[src/rtl/box_draw_arbiter_if.sv]
// Handshake bundle between the box sources, the arbiter and the box drawer.
// The master view belongs to the arbiter. The slave view is the environment:
// the sources and the drawer together.
interface box_draw_arbiter_if #(
    parameter int N_REQ   = 4,
    parameter int COORD_W = 9,
    parameter int COLOR_W = 3,
    parameter int GNT_W   = 2
);
    logic                       pause;
    logic [N_REQ-1:0]           s_valid;
    logic [N_REQ-1:0]           s_ready;
    logic [N_REQ*COORD_W-1:0]   s_box_x;
    logic [N_REQ*COORD_W-1:0]   s_box_y;
    logic [N_REQ*COORD_W-1:0]   s_box_w;
    logic [N_REQ*COORD_W-1:0]   s_box_h;
    logic [N_REQ*COLOR_W-1:0]   s_box_color;
    logic                       m_valid;
    logic                       m_ready;
    logic [COORD_W-1:0]         m_box_x;
    logic [COORD_W-1:0]         m_box_y;
    logic [COORD_W-1:0]         m_box_w;
    logic [COORD_W-1:0]         m_box_h;
    logic [COLOR_W-1:0]         m_box_color;
    logic [GNT_W-1:0]           grant_id;
    logic                       busy;

    modport master (
        input  pause, s_valid, s_box_x, s_box_y, s_box_w, s_box_h, s_box_color, m_ready,
        output s_ready, m_valid, m_box_x, m_box_y, m_box_w, m_box_h, m_box_color,
               grant_id, busy
    );

    modport slave (
        output pause, s_valid, s_box_x, s_box_y, s_box_w, s_box_h, s_box_color, m_ready,
        input  s_ready, m_valid, m_box_x, m_box_y, m_box_w, m_box_h, m_box_color,
               grant_id, busy
    );
endinterface

[src/rtl/box_draw_arbiter.sv]
// Round-robin arbiter that shares one box drawer among the paddle, ball and
// score sources. It grants one source per IDLE cycle, registers that
// source's descriptor, and holds it toward the drawer until it is accepted.
module box_draw_arbiter #(
    parameter int N_REQ   = 4,
    parameter int COORD_W = 9,
    parameter int COLOR_W = 3,
    parameter int GNT_W   = 2
) (
    input  logic               clock,
    input  logic               reset,
    box_draw_arbiter_if.master bus
);
    typedef enum logic [0:0] {
        ST_IDLE  = 1'b0,
        ST_OFFER = 1'b1
    } state_t;

    state_t             r_state;
    logic [GNT_W-1:0]   r_last_grant;
    logic [GNT_W-1:0]   r_grant_id;
    logic               r_m_valid;
    logic               r_busy;
    logic [COORD_W-1:0] r_box_x;
    logic [COORD_W-1:0] r_box_y;
    logic [COORD_W-1:0] r_box_w;
    logic [COORD_W-1:0] r_box_h;
    logic [COLOR_W-1:0] r_box_color;

    logic [COORD_W-1:0] w_req_x     [N_REQ];
    logic [COORD_W-1:0] w_req_y     [N_REQ];
    logic [COORD_W-1:0] w_req_w     [N_REQ];
    logic [COORD_W-1:0] w_req_h     [N_REQ];
    logic [COLOR_W-1:0] w_req_color [N_REQ];

    logic               w_found;
    logic [GNT_W-1:0]   w_winner;
    logic               w_take;
    logic [N_REQ-1:0]   w_s_ready;

    // Unpack the flattened per-source descriptor buses.
    generate
        for (genvar gi = 0; gi < N_REQ; gi++) begin : g_unpack
            assign w_req_x[gi]     = bus.s_box_x[gi*COORD_W +: COORD_W];
            assign w_req_y[gi]     = bus.s_box_y[gi*COORD_W +: COORD_W];
            assign w_req_w[gi]     = bus.s_box_w[gi*COORD_W +: COORD_W];
            assign w_req_h[gi]     = bus.s_box_h[gi*COORD_W +: COORD_W];
            assign w_req_color[gi] = bus.s_box_color[gi*COLOR_W +: COLOR_W];
        end
    endgenerate

    // Round-robin search. Scan starts one past the last grant and wraps,
    // so indices at or above N_REQ are never visited.
    always_comb begin
        int idx;
        w_found  = 1'b0;
        w_winner = '0;
        idx      = 0;
        for (int k = 1; k <= N_REQ; k++) begin
            idx = int'(r_last_grant) + k;
            if (idx >= N_REQ) begin
                idx = idx - N_REQ;
            end
            if (!w_found && bus.s_valid[GNT_W'(idx)]) begin
                w_found  = 1'b1;
                w_winner = GNT_W'(idx);
            end
        end
    end

    // A transfer from a source happens only in IDLE, when not paused, and outside reset.
    assign w_take = reset && (r_state == ST_IDLE) && !bus.pause && w_found;

    // One-hot accept toward the winning source, valid for this cycle only.
    always_comb begin
        w_s_ready = '0;
        if (w_take) begin
            w_s_ready[w_winner] = 1'b1;
        end
    end

    // Two-state grant/offer machine with registered drawer-side outputs.
    always_ff @(posedge clock) begin
        if (!reset) begin
            r_state      <= ST_IDLE;
            r_last_grant <= GNT_W'(N_REQ - 1);
            r_grant_id   <= '0;
            r_m_valid    <= 1'b0;
            r_busy       <= 1'b0;
            r_box_x      <= '0;
            r_box_y      <= '0;
            r_box_w      <= '0;
            r_box_h      <= '0;
            r_box_color  <= '0;
        end else begin
            case (r_state)
                ST_IDLE: begin
                    if (w_take) begin
                        r_box_x      <= w_req_x[w_winner];
                        r_box_y      <= w_req_y[w_winner];
                        r_box_w      <= w_req_w[w_winner];
                        r_box_h      <= w_req_h[w_winner];
                        r_box_color  <= w_req_color[w_winner];
                        r_grant_id   <= w_winner;
                        r_last_grant <= w_winner;
                        r_m_valid    <= 1'b1;
                        r_busy       <= 1'b1;
                        r_state      <= ST_OFFER;
                    end
                end
                ST_OFFER: begin
                    if (bus.m_ready) begin
                        r_m_valid <= 1'b0;
                        r_busy    <= 1'b0;
                        r_state   <= ST_IDLE;
                    end
                end
                default: begin
                    r_state   <= ST_IDLE;
                    r_m_valid <= 1'b0;
                    r_busy    <= 1'b0;
                end
            endcase
        end
    end

    assign bus.s_ready     = w_s_ready;
    assign bus.m_valid     = r_m_valid;
    assign bus.m_box_x     = r_box_x;
    assign bus.m_box_y     = r_box_y;
    assign bus.m_box_w     = r_box_w;
    assign bus.m_box_h     = r_box_h;
    assign bus.m_box_color = r_box_color;
    assign bus.grant_id    = r_grant_id;
    assign bus.busy        = r_busy;
endmodule

[src/flat_wrapper.sv]
// flat-port wrapper written by rule: the top's interface ports become plain ports
module box_draw_arbiter_flat 
#(
    parameter int N_REQ   = 4,
    parameter int COORD_W = 9,
    parameter int COLOR_W = 3,
    parameter int GNT_W   = 2
)
  (clock, reset, bus_pause, bus_s_valid, bus_s_box_x, bus_s_box_y, bus_s_box_w, bus_s_box_h, bus_s_box_color, bus_m_ready, bus_s_ready, bus_m_valid, bus_m_box_x, bus_m_box_y, bus_m_box_w, bus_m_box_h, bus_m_box_color, bus_grant_id, bus_busy);
  box_draw_arbiter_if #(.N_REQ(N_REQ), .COORD_W(COORD_W), .COLOR_W(COLOR_W), .GNT_W(GNT_W)) bus_i ();
  input  logic clock;
  input  logic reset;
  input wire logic [$bits(bus_i.pause)-1:0] bus_pause;
  input wire logic [$bits(bus_i.s_valid)-1:0] bus_s_valid;
  input wire logic [$bits(bus_i.s_box_x)-1:0] bus_s_box_x;
  input wire logic [$bits(bus_i.s_box_y)-1:0] bus_s_box_y;
  input wire logic [$bits(bus_i.s_box_w)-1:0] bus_s_box_w;
  input wire logic [$bits(bus_i.s_box_h)-1:0] bus_s_box_h;
  input wire logic [$bits(bus_i.s_box_color)-1:0] bus_s_box_color;
  input wire logic [$bits(bus_i.m_ready)-1:0] bus_m_ready;
  output wire logic [$bits(bus_i.s_ready)-1:0] bus_s_ready;
  output wire logic [$bits(bus_i.m_valid)-1:0] bus_m_valid;
  output wire logic [$bits(bus_i.m_box_x)-1:0] bus_m_box_x;
  output wire logic [$bits(bus_i.m_box_y)-1:0] bus_m_box_y;
  output wire logic [$bits(bus_i.m_box_w)-1:0] bus_m_box_w;
  output wire logic [$bits(bus_i.m_box_h)-1:0] bus_m_box_h;
  output wire logic [$bits(bus_i.m_box_color)-1:0] bus_m_box_color;
  output wire logic [$bits(bus_i.grant_id)-1:0] bus_grant_id;
  output wire logic [$bits(bus_i.busy)-1:0] bus_busy;
  assign bus_i.pause = bus_pause;
  assign bus_i.s_valid = bus_s_valid;
  assign bus_i.s_box_x = bus_s_box_x;
  assign bus_i.s_box_y = bus_s_box_y;
  assign bus_i.s_box_w = bus_s_box_w;
  assign bus_i.s_box_h = bus_s_box_h;
  assign bus_i.s_box_color = bus_s_box_color;
  assign bus_i.m_ready = bus_m_ready;
  assign bus_s_ready = bus_i.s_ready;
  assign bus_m_valid = bus_i.m_valid;
  assign bus_m_box_x = bus_i.m_box_x;
  assign bus_m_box_y = bus_i.m_box_y;
  assign bus_m_box_w = bus_i.m_box_w;
  assign bus_m_box_h = bus_i.m_box_h;
  assign bus_m_box_color = bus_i.m_box_color;
  assign bus_grant_id = bus_i.grant_id;
  assign bus_busy = bus_i.busy;
  box_draw_arbiter #(.N_REQ(N_REQ), .COORD_W(COORD_W), .COLOR_W(COLOR_W), .GNT_W(GNT_W)) u_core (.clock(clock), .reset(reset), .bus(bus_i));
endmodule
[config.mk]
export PLATFORM = sky130hd
export DESIGN_NAME = box_draw_arbiter_flat
export DESIGN_NICKNAME = d
export VERILOG_FILES = /design/src/rtl/box_draw_arbiter_if.sv /design/src/rtl/box_draw_arbiter.sv /design/src/flat_wrapper.sv
export SDC_FILE = /design/constraint.sdc
export NUM_CORES = 1
export LEC_CHECK = 0
export ABC_AREA = 1
export BUFFER_PORTS_ARGS = -buffer_cell sky130_fd_sc_hd__buf_2
export CORE_MARGIN = 10
export CORE_UTILIZATION = 47
export CTS_CLUSTER_DIAMETER = 60
export CTS_CLUSTER_SIZE = 20
export DETAILED_ROUTE_END_ITERATION = 8
export PLACE_DENSITY = 0.86
export SYNTH_ARGS = -nofsm -noshare
export SYNTH_HDL_FRONTEND = slang
export SYNTH_SLANG_ARGS = --single-unit
[constraint.sdc]
create_clock -name clock -period 2.8 [get_ports clock]
set_input_delay 0.56 -clock clock [delete_from_list [all_inputs] [get_ports clock]]
set_output_delay 0.56 -clock clock [all_outputs]
set_load 0.02 [all_outputs]
==> key figures, run 1 <==
Place
  – Final RePlAce weighted congestion: between 1 and 1.5
  – Port bufs: 210
  – Pre-CTS WS: ~0.23 ns
  – HPWL after DPL: approximately 10000 µm
  – Placed Cells: 910

Outcome
  – Status: complete, no violations

Floorplanning
  – Initial core utilization: 0.479
  – CORE AREA: 7180 µm²
  – DIE AREA: 11,100 µm²
  – DIE WIDTH: between 100 and 150 µm
  – FP Rows: 31
  – Io pins: 211
  – Die Height: 106 µm

Final layout
  – Highest-count cells in the layout ignoring fill and taps: nand2_1 (387), buf_2 (210), nand3_1 (120)
  – Commonest non-fill, non-tap cell in the layout: nand2_1
  – Synth-to-Final Area Change: 32.0%
  – Fin cells: between 900 and 1,000
  – Layout Nets: roughly 1,000
  – Core Util, Final: 0.632
  – Layout cell share with drive strength beyond 1: 0.303

Timing
  – Crit path time final: 2.59 ns
  – Setup TNS: 0 ns
  – Final Hold Vio Count: 0
  – Setup Skew: about 0.0057 ns
  – Worst-margin pin slew: 0.454 ns
  – FMAX: slightly below 400 MHz
  – Hold WS: between 0.4 and 0.5 ns
  – Setup-failing EPs final: 0
  – PnR worst setup slack: about 0.21 ns
  – Slew headroom: 0.697
  – RSZ-0062 raised after global routing: false
  – Final period util: 0.925
  – Slew Viols, Final: 0

Global routing
  – Tot GR Track Use: 0.216
  – First-pass GRT wire length: ~21,000 µm
  – Initial antenna violation count: 1
  – Vias in the first global route: ~4,400
  – Gr ovfl total: 0
  – Largest net degree at the start of global routing: 47

Yosys
  – Yosys warnings: 0
  – Register area share after synthesis: 0.262
  – Synth top area cells: nand2_1 (42%), dfxtp_1 (26%), nand3_1 (17%), buf_2 (3.4%), buf_4 (1.3%)
  – Top-area cell type share of the netlist area: 0.424
  – Seq cells post-synth: 45
  – Syn Nets: approximately 800
  – Primary FF master, synth: dfxtp_1
  – Post-Synthesis Cells: 637
  – Avg Synthesized Cell Area: ~5.4 µm²
  – Ys async rst share: 0
  – Netlist cell types: 25
  – Cell area after synthesis: around 3400 µm²
  – Post-synth EDFFs: 0
  – Top cell type by total area after synthesis: nand2_1

Route
  – Final ANT Viol Nets: 0
  – Vias/cell: about 5
  – Drt initial violations: roughly 260
  – DRC Markers: 0
  – Wirelength per Cell: about 14 µm
  – DR pass1 iterations: 4
  – Via count: approximately 4,600
  – WL final: between 10,000 and 15,000 µm

Critical path
  – Slowest stage delay, CP: 0.41 ns
  – R2R Setup Slk: between 0.7 and 0.8 ns
  – CP max FO: 21
  – Cells on worst reg2reg path: 11
  – Crit path max-delay family: simple AND/OR/NAND/NOR gates
  – Crit-path cells: inv_4 -> nand2_1 -> nand2_1 -> nand2_1 -> nand2_2 -> nor2_4 -> nand2_1 -> o21ai_4 -> inv_4 -> nand2_1 -> nor2_1 -> buf_2
  – Crit Path Class: flip-flop to primary output
  – Most frequent cell on the critical path: nand2_1
  – CP Depth: 12
  – Worst setup SP type: flip-flop
  – WP buf/inv: 3
  – Crit end category: primary output
  – Slowest cell on crit path: dfxtp_4
  – Data required, critical path: between 2 and 2.5 ns
  – Worst EP arrival: around 2.0 ns

Power and ir drop
  – Pwr Density: between 1000 and 1500 nW/µm²
  – Max VDD drop: roughly 0.9 mV
  – Leak pwr: around 2.9 nW

CTS
  – Worst-Skew Late Latency: ~0.29 ns
  – CTS max path bufs: 2
  – CTS H-tree lvls: 2
  – CTS Sinks: 45
  – Cts hold-fix bufs: 0
  – CTS tree: yes
  – Total CTS buffers: 5
  – Clk pin slew, worst setup/hold paths: roughly 0.080 ns
  – Root Buffer Master: clkbuf_8
  – Post-CTS setup buffers: 0

Hold path
  – Hold depth: 2
  – HP Class: input pin to flip-flop

Run
  – Maxcap violations: 0
-- flip-flops by register name, summed over array words and instances, names as in the netlist --
name	cells
u_core.bus.grant_id	2
u_core.bus.m_valid	1
u_core.bus.m_box_y	9
u_core.bus.m_box_w	9
u_core.bus.m_box_color	3
u_core.bus.m_box_x	9
u_core.r_last_grant	2
u_core.r_state	1
u_core.bus.m_box_h	9
-- cell families (layout without fill, tap and decap cells) --
family | count (synthesis) | after routing | synth area share
flip-flops | 45 | 45 | 0.262
buffers and inverters | 58 | 240 | 0.0878
AO/OA/AOI/OAI | 11 | 11 | 0.0222
AND/OR/NAND/NOR | 523 | 523 | 0.628
other | 0 | 1 | 0
-- worst reg2reg max path: stages, from the launching register on --
cell,delay (ns)
dfxtp_4,0.41
inv_4,0.07
nand2_1,0.06
nand2_1,0.08
nand2_1,0.13
nand2_2,0.12
nor2_4,0.14
nand2_1,0.10
o21ai_4,0.18
buf_4,0.43
o21ai_0,0.18
nand2_1,0.13
-- synth_stat cells (3+ instances only) --
cell,number
buf_4,6
dfxtp_1,45
o21ai_0,3
inv_1,5
inv_2,4
buf_2,23
nand2_2,3
buf_1,6
nor2_1,4
a21oi_1,4
clkbuf_1,9
nand2_1,388
nand3_1,120
buf_6,4
-- metal layers --
metal  vias up  GRT usage  routed length, µm
met1      2004      0.242               4860
met4         0     0.0677                295
li1       2359          -                  -
met2       190      0.376               6240
met3        24     0.0737               1190
met5         -          0                  0
-- worst paths after layout --
check | start | to
worst min register to register | u_core.bus.m_box_y[2]$_SDFFE_PN0P_ | u_core.bus.m_box_y[2]$_SDFFE_PN0P_
worst max-delay path | u_core.r_last_grant[0]$_SDFFE_PN1P_ | bus_s_ready[2]
worst max register to register | u_core.r_last_grant[0]$_SDFFE_PN1P_ | u_core.r_last_grant[0]$_SDFFE_PN1P_
worst min-delay path | bus_m_ready | u_core.bus.m_valid$_SDFFE_PN0P_
-- final cells by class --
cell class	instances	area, µm²
Fill cell	714	2640
Timing Repair Buffer	222	1140
Clock inverter	2	10.0
Tap cell	99	124
Clock buffer	6	72.6
Inverter	10	42.5
Sequential cell	45	908
Multi-Input combinational cell	534	2240
Antenna cell	1	2.50
-- repair_timing --
item                                    4_1_cts  5_1_grt
hold endpoints to repair                      0        0
endpoints found under the setup margin        0        4
gates resized for setup                       0        7
-- where the power goes --
part	total, mW	switching, mW	internal, mW
Combinational	3.80	2.57	1.23
Clock	0.386	0.212	0.173
Sequential	1.08	0.168	0.909
-- metrics by stage --
step                area (µm²)  power (mW)
floorplan                 3440        4.06
global placement          4440        4.78
detailed placement        4440        4.88
CTS                       4520        5.28
global route              4540        5.87
finish                    4540        5.26
Note: power is estimated with default switching activity, not from simulation.
==> run 2: changes to the inputs <==
--- a/config.mk
+++ b/config.mk
@@ -7,12 +7,14 @@
 export LEC_CHECK = 0
 export ABC_AREA = 1
 export BUFFER_PORTS_ARGS = -buffer_cell sky130_fd_sc_hd__buf_2
+export CELL_PAD_IN_SITES_DETAIL_PLACEMENT = 1
+export CELL_PAD_IN_SITES_GLOBAL_PLACEMENT = 2
 export CORE_MARGIN = 10
-export CORE_UTILIZATION = 47
+export CORE_UTILIZATION = 21
 export CTS_CLUSTER_DIAMETER = 60
 export CTS_CLUSTER_SIZE = 20
 export DETAILED_ROUTE_END_ITERATION = 8
-export PLACE_DENSITY = 0.86
+export PLACE_DENSITY_LB_ADDON = 0.1
 export SYNTH_ARGS = -nofsm -noshare
 export SYNTH_HDL_FRONTEND = slang
 export SYNTH_SLANG_ARGS = --single-unit
==> key figures, run 2 (synthesis results as in run 1) <==
Critical path
  – Cells on worst reg2reg path: 16 (+5)
  – CP max FO: 8 (-62%)
  – Reg2Reg Launch Point: u_core.r_last_grant[0]$_SDFFE_PN1P_
  – Worst setup SP type: flip-flop
  – Crit end category: primary output
  – Crit Path Class: flip-flop to primary output
  – Slowest stage delay, CP: 0.36 ns (-0.05 ns)
  – CP endpoint: bus_s_ready[2]
  – Data required, critical path: 2.24 ns (about the same)
  – Slowest cell on crit path: dfxtp_2
  – Reg2reg end: u_core.bus.m_box_x[5]$_SDFFE_PN0P_
  – Most frequent cell on the critical path: nand2_1
  – R2R Setup Slk: 0.63 ns (-0.08 ns)
  – Worst EP arrival: 2.06 ns (+0.03 ns)
  – Worst Setup SP: u_core.r_last_grant[0]$_SDFFE_PN1P_
  – Crit-path cells: buf_4 -> nand2_1 -> nand2_1 -> nand2_1 -> nand2_2 -> nor2_4 -> nand3_1 -> nand2_1 -> inv_1 -> nand2_2 -> nand2_1 -> nor2_1 -> buf_2

Route
  – Vias/cell: 4.40 (-12%)
  – DR pass1 iterations: 4 (unchanged)
  – Via count: 4,554 (-0.50%)
  – Final ANT Viol Nets: 0 (unchanged)
  – WL final: 16,200 µm (+29%)
  – DRC Markers: 0 (unchanged)
  – Drt initial violations: 105 (-59%)
  – Wirelength per Cell: 15.6 µm (+14%)

Global routing
  – Vias in the first global route: 4,828 (+9.3%)
  – GRT met2 Usage: 0.241 (-0.135)
  – Tot GR Track Use: 0.144 (-0.0713)
  – Routing usage on met3: 0.0577 (-0.0160)
  – Largest net degree at the start of global routing: 79 (+68%)
  – Gr ovfl total: 0 (unchanged)
  – Met1 Resource Use GR: 0.172 (-0.0697)
  – Busiest grt layer: met2
  – Initial antenna violation count: 2 (+1)
  – First-pass GRT wire length: 25,600 µm (+24%)

Final layout
  – Design area: 4790 µm² (+5.6%)
  – Highest-count cells in the layout ignoring fill and taps: nand2_1 (387), buf_2 (210), nand3_1 (120)
  – Synth-to-Final Area Change: 39.4%
  – Layout Nets: 982 (unchanged)
  – Fin cells: 1,036 (+13%)
  – Layout cell share with drive strength beyond 1: 0.304 (+0.00122)
  – Commonest non-fill, non-tap cell in the layout: nand2_1
  – Core Util, Final: 0.301 (-0.332)

CTS
  – Total CTS buffers: 5 (unchanged)
  – Clk pin slew, worst setup/hold paths: 0.07 ns (about the same)
  – Post-CTS setup buffers: 0 (unchanged)
  – CTS max path bufs: 2 (unchanged)
  – Worst-Skew Late Latency: 0.30 ns (about the same)
  – CTS Sinks: 45 (unchanged)
  – CTS tree: yes
  – Root Buffer Master: clkbuf_16
  – CTS H-tree lvls: 2 (unchanged)

Floorplanning
  – DIE AREA: 21,900 µm² (+97%)
  – Die Height: 148 µm (+40%)
  – Io pins: 211 (unchanged)
  – CORE AREA: 15,900 µm² (+120%)
  – Initial core utilization: 0.216 (-0.263)
  – DIE WIDTH: 148 µm (+40%)
  – FP Rows: 46 (+48%)

Timing
  – Setup Skew: 0.00443 ns (-0.00127 ns)
  – Final period util: 0.937 (+0.0113)
  – Final Hold Vio Count: 0 (unchanged)
  – Worst-margin pin slew: 0.485 ns (+0.0308 ns)
  – FMAX: 381 MHz (-1.2%)
  – Slew Viols, Final: 0 (unchanged)
  – Slew headroom: 0.677 (-0.0205)
  – RSZ-0062 raised after global routing: false
  – Setup TNS: 0 ns (unchanged)
  – Crit path time final: 2.62 ns (+0.0318 ns)
  – Setup-failing EPs final: 0 (unchanged)

Run
  – Maxcap violations: 0 (unchanged)

Hold path
  – HP Class: input pin to flip-flop

Power and ir drop
  – Leak pwr: 2.95 nW (+1.7%)
  – Pwr Density: 1200 nW/µm² (+3.6%)
  – Max VDD drop: 0.546 mV (-38%)

Place
  – Port bufs: 210 (unchanged)
  – Placed Cells: 1,027 (+13%)
  – Post-DP Area: 4630 µm² (+4.2%)
  – HPWL after DPL: 12,200 µm (+24%)
  – Final RePlAce weighted congestion: 0.769 (-26%)

Outcome
  – Status: complete, no violations
-- run 2: changes by cell type in the layout (fill, tap and decap cells not counted), sizes merged --
cell / previous run / this run
clkbuf: 6 / 7
clkinv: 2 / 1
-- run 2: metal layers --
metal | share of wire | wire length [µm]
met5 | 0.00043 | 7
met4 | 0.0082 | 132
met2 | 0.46 | 7490
met1 | 0.45 | 7330
met3 | 0.076 | 1220
-- run 2: worst min path at each step --
stage / startpoint / endpoint / slack [ns] / depth (start not counted)
final: bus_m_ready / u_core.bus.m_valid$_SDFFE_PN0P_ / 0.45 / 2
after global routing: bus_m_ready / u_core.bus.m_valid$_SDFFE_PN0P_ / 0.44 / 2
after CTS: bus_m_ready / u_core.bus.m_valid$_SDFFE_PN0P_ / 0.45 / 2
after detailed placement: u_core.bus.m_box_y[4]$_SDFFE_PN0P_ / u_core.bus.m_box_y[4]$_SDFFE_PN0P_ / 0.46 / 2
after global placement: u_core.bus.m_box_y[0]$_SDFFE_PN0P_ / u_core.bus.m_box_y[0]$_SDFFE_PN0P_ / 0.46 / 2
after floorplan: u_core.r_state$_SDFF_PN0_ / u_core.bus.m_valid$_SDFFE_PN0P_ / 0.43 / 1
-- run 2: timing repair --
item                                    in CTS  in global routing
endpoints found under the setup margin       0                  4
hold buffers                                 0                  0
resized for setup                            0                  3
-- run 2: worst max-delay path, delay by kind of cell (launching register included) --
family | cells | cell delay (ns)
DFF | 1 | 0.36
buffers and inverters | 3 | 0.38
and+or+nand+nor | 10 | 1.03
-- run 2: stage by stage --
stage	setup WS (ns)	total power [mW]	hold WS [ns]
after floorplan	0.261	4.06	0.431
after global placement	0.406	5.20	0.455
after detailed placement	0.307	5.24	0.461
after CTS	0.0410	5.90	0.445
after global routing	0.00435	6.49	0.443
final	0.178	5.75	0.449
-- run 2: final cells by class --
cell class	count	area, µm²
diodes	1	2.50
clock buffers	7	153
clock inverters	1	5.00
fillers	2218	11200
inverters	10	40.0
multi-input cells	534	2240
flip-flops and latches	45	906
well taps	216	270
repair buffers	222	1180
-- run 2: report_power, final --
part	switching (mW)	internal [mW]	total, mW
combinational	2.77	1.28	4.05
sequential	0.149	0.908	1.06
clock	0.267	0.379	0.646
==> run 3: changes to the inputs <==
--- a/config.mk
+++ b/config.mk
@@ -10,7 +10,7 @@
 export CELL_PAD_IN_SITES_DETAIL_PLACEMENT = 1
 export CELL_PAD_IN_SITES_GLOBAL_PLACEMENT = 2
 export CORE_MARGIN = 10
-export CORE_UTILIZATION = 21
+export CORE_UTILIZATION = 19
 export CTS_CLUSTER_DIAMETER = 60
 export CTS_CLUSTER_SIZE = 20
 export DETAILED_ROUTE_END_ITERATION = 8
==> constraint.sdc (replaced) <==
create_clock -name clock -period 3 [get_ports clock]
set_input_delay 0.6 -clock clock [delete_from_list [all_inputs] [get_ports clock]]
set_output_delay 0.6 -clock clock [all_outputs]
set_load 0.02 [all_outputs]
==> key figures, run 3 (synthesis results as in run 1) <==
Global routing
  – Gr ovfl total: 0 (unchanged)
  – Initial antenna violation count: 1 (-1)
  – First-pass GRT wire length: 25,700 µm (+0.41%)
  – Vias in the first global route: 4,899 (+1.5%)
  – Tot GR Track Use: 0.130 (-0.0139)
  – Largest net degree at the start of global routing: 79 (unchanged)

Route
  – WL final: 16,400 µm (+1.4%)
  – DR pass1 iterations: 4 (unchanged)
  – DRC Markers: 0 (unchanged)
  – Vias/cell: 4.36 (-0.84%)
  – Via count: 4,568 (+0.31%)
  – Wirelength per Cell: 15.7 µm (+0.24%)
  – Drt initial violations: 121 (+15%)
  – Final ANT Viol Nets: 0 (unchanged)

Timing
  – Worst-margin pin slew: 0.883 ns (+0.398 ns)
  – RSZ-0062 raised after global routing: false
  – Final period util: 0.932
  – Setup TNS: 0 ns (unchanged)
  – Slew headroom: 0.411 (-0.265)
  – Setup Skew: 0.00344 ns (-0.000985 ns)
  – Setup-failing EPs final: 0 (unchanged)
  – FMAX: roughly 360 MHz
  – Slew Viols, Final: 0 (unchanged)
  – Crit path time final: ~2.8 ns
  – Final Hold Vio Count: 0 (unchanged)

Place
  – HPWL after DPL: 12,700 µm (+3.7%)
  – Final RePlAce weighted congestion: 0.777 (+0.99%)
  – Post-DP Area: 4600 µm² (-0.46%)
  – Port bufs: 210 (unchanged)

Critical path
  – R2R Setup Slk: 0.53 ns (-0.10 ns)
  – Reg2Reg Launch Point: u_core.r_last_grant[1]$_SDFFE_PN1P_
  – Crit end category: primary output
  – CP max FO: 9 (+1)
  – Reg2reg end: u_core.bus.m_box_y[3]$_SDFFE_PN0P_
  – Worst EP arrival: 2.20 ns (+0.14 ns)
  – Worst setup SP type: flip-flop
  – Crit Path Class: flip-flop to primary output
  – Data required, critical path: 2.40 ns (+0.16 ns)
  – Cells on worst reg2reg path: 13 (-3)

Hold path
  – Worst Hold Endpoint: u_core.bus.m_box_x[0]$_SDFFE_PN0P_
  – Min-delay src: u_core.bus.m_box_x[0]$_SDFFE_PN0P_
  – Hold depth: 2 (unchanged)
  – HP Class: flip-flop to flip-flop

Power and ir drop
  – Pwr Density: 1130 nW/µm² (-5.7%)
  – Share of power burned in registers: 0.183 (about the same)
  – Net Sw Frac: 0.546 (-0.00781)
  – Internal power: 2.46 mW (-4.0%)
  – Clk pwr share: 0.135 (+0.023)
  – Leak pwr: 2.95 nW (about the same)
  – Final Total Pwr: 5.43 mW (-5.6%)
  – Max VDD drop: 0.485 mV (-11%)
  – Part of the power in combinational logic: 0.682 (-0.022)
  – Sw Pwr: 2.96 mW (-6.9%)

CTS
  – CTS Sinks: 45 (unchanged)
  – Root Buffer Master: clkbuf_16
  – Post-CTS setup buffers: 0 (unchanged)
  – CTS max path bufs: 2 (unchanged)
  – Worst-Skew Late Latency: 0.30 ns (about the same)
  – CTS tree: yes
  – Clk pin slew, worst setup/hold paths: 0.07 ns (about the same)
  – Total CTS buffers: 5 (unchanged)
  – CTS H-tree lvls: 2 (unchanged)

Floorplanning
  – Die Height: 154 µm (+4.4%)
  – Io pins: 211 (unchanged)
  – CORE AREA: 17,900 µm² (+12%)
  – FP Rows: 49 (+6.5%)
  – Initial core utilization: 0.192 (-0.0236)
  – DIE AREA: 23,900 µm² (+9.1%)
  – DIE WIDTH: 154 µm (+4.4%)

Final layout
  – # fillers: 2,413 (+8.8%)
  – Layout cell share with drive strength beyond 1: 0.303 (-0.00122)
  – Commonest non-fill, non-tap cell in the layout: nand2_1
  – Layout Nets: 982 (unchanged)
  – Highest-count cells in the layout ignoring fill and taps: nand2_1 (387), buf_2 (210), nand3_1 (120)
  – Design area: 4800 µm² (+0.10%)
  – Synth-to-Final Area Change: 39.6%
  – Ant diodes: 0 (-1)

Outcome
  – Status: complete, no violations

Run
  – Maxcap violations: 0 (unchanged)
[run 3: worst max-delay path: stages, from the launching register on]
cell     delay, ns
dfxtp_1       0.56
inv_2         0.09
nand2_1       0.07
nand2_1       0.09
nand2_1       0.09
nand2_2       0.10
nor2_4        0.13
nand3_1       0.08
nand2_1       0.07
inv_1         0.04
nand2_2       0.13
nand2_1       0.12
nor2_1        0.12
buf_2         0.19
[run 3: timing repair]
action                     CTS  global route
setup endpoints to repair    0             1
hold buffers                 0             0
resized for setup            0             1
[run 3: cell type report]
| cell class | count | area (µm²) | share of cell area |
|---|---|---|---|
| Clock buffer | 5 | 125 | 0.0261 |
| Clock inverter | 3 | 65.1 | 0.0136 |
| Inverter | 10 | 40.0 | 0.00835 |
| Multi-Input combinational cell | 534 | 2240 | 0.466 |
| Sequential cell | 45 | 902 | 0.188 |
| Tap cell | 229 | 287 | 0.0597 |
| Timing Repair Buffer | 222 | 1140 | 0.238 |
[run 3: worst max-delay path by stage]
stage | startpoint | end | depth (start not counted)
floorplan | bus_s_valid[1] | bus_s_ready[0] | 13
global placement | bus_s_valid[1] | u_core.bus.m_box_x[5]$_SDFFE_PN0P_ | 15
detailed placement | bus_s_valid[1] | u_core.bus.m_box_y[3]$_SDFFE_PN0P_ | 15
CTS | u_core.r_last_grant[0]$_SDFFE_PN1P_ | bus_s_ready[2] | 13
global route | u_core.r_last_grant[1]$_SDFFE_PN1P_ | bus_s_ready[2] | 13
finish | u_core.r_last_grant[1]$_SDFFE_PN1P_ | bus_s_ready[2] | 13
[run 3: per-stage QoR]
| stage | setup WS [ns] | util | std cells | hold slack, ns |
|---|---|---|---|---|
| 2_1_floorplan | 0.381 | - | 637 | 0.431 |
| 3_3_place_gp | 0.478 | 0.257 | 1040 | 0.455 |
| 3_5_place_dp | 0.418 | 0.257 | 1040 | 0.458 |
| 4_1_cts | 0.166 | 0.268 | 1048 | 0.469 |
| 5_1_grt | 0.0196 | 0.268 | 1048 | 0.483 |
| 6_report | 0.204 | 0.268 | 1048 | 0.465 |
[run 3: power groups by stage]
stage	combinational, mW	sequential, mW	clock (mW)
4_1_cts	3.83	0.996	0.767
3_3_place_gp	3.77	1.00	0
6_report	3.70	0.991	0.734
3_5_place_dp	3.82	1.00	0
2_1_floorplan	2.54	1.25	0
5_1_grt	4.28	1.02	0.789
[run 3: per-layer routing]
metal	vias to the layer above	share of wire	global-route usage
met5	-	0.00067	0
met4	2	0.0087	0.0238
met3	9	0.082	0.0524
met2	137	0.46	0.218
met1	2065	0.45	0.155
li1	2355	-	-
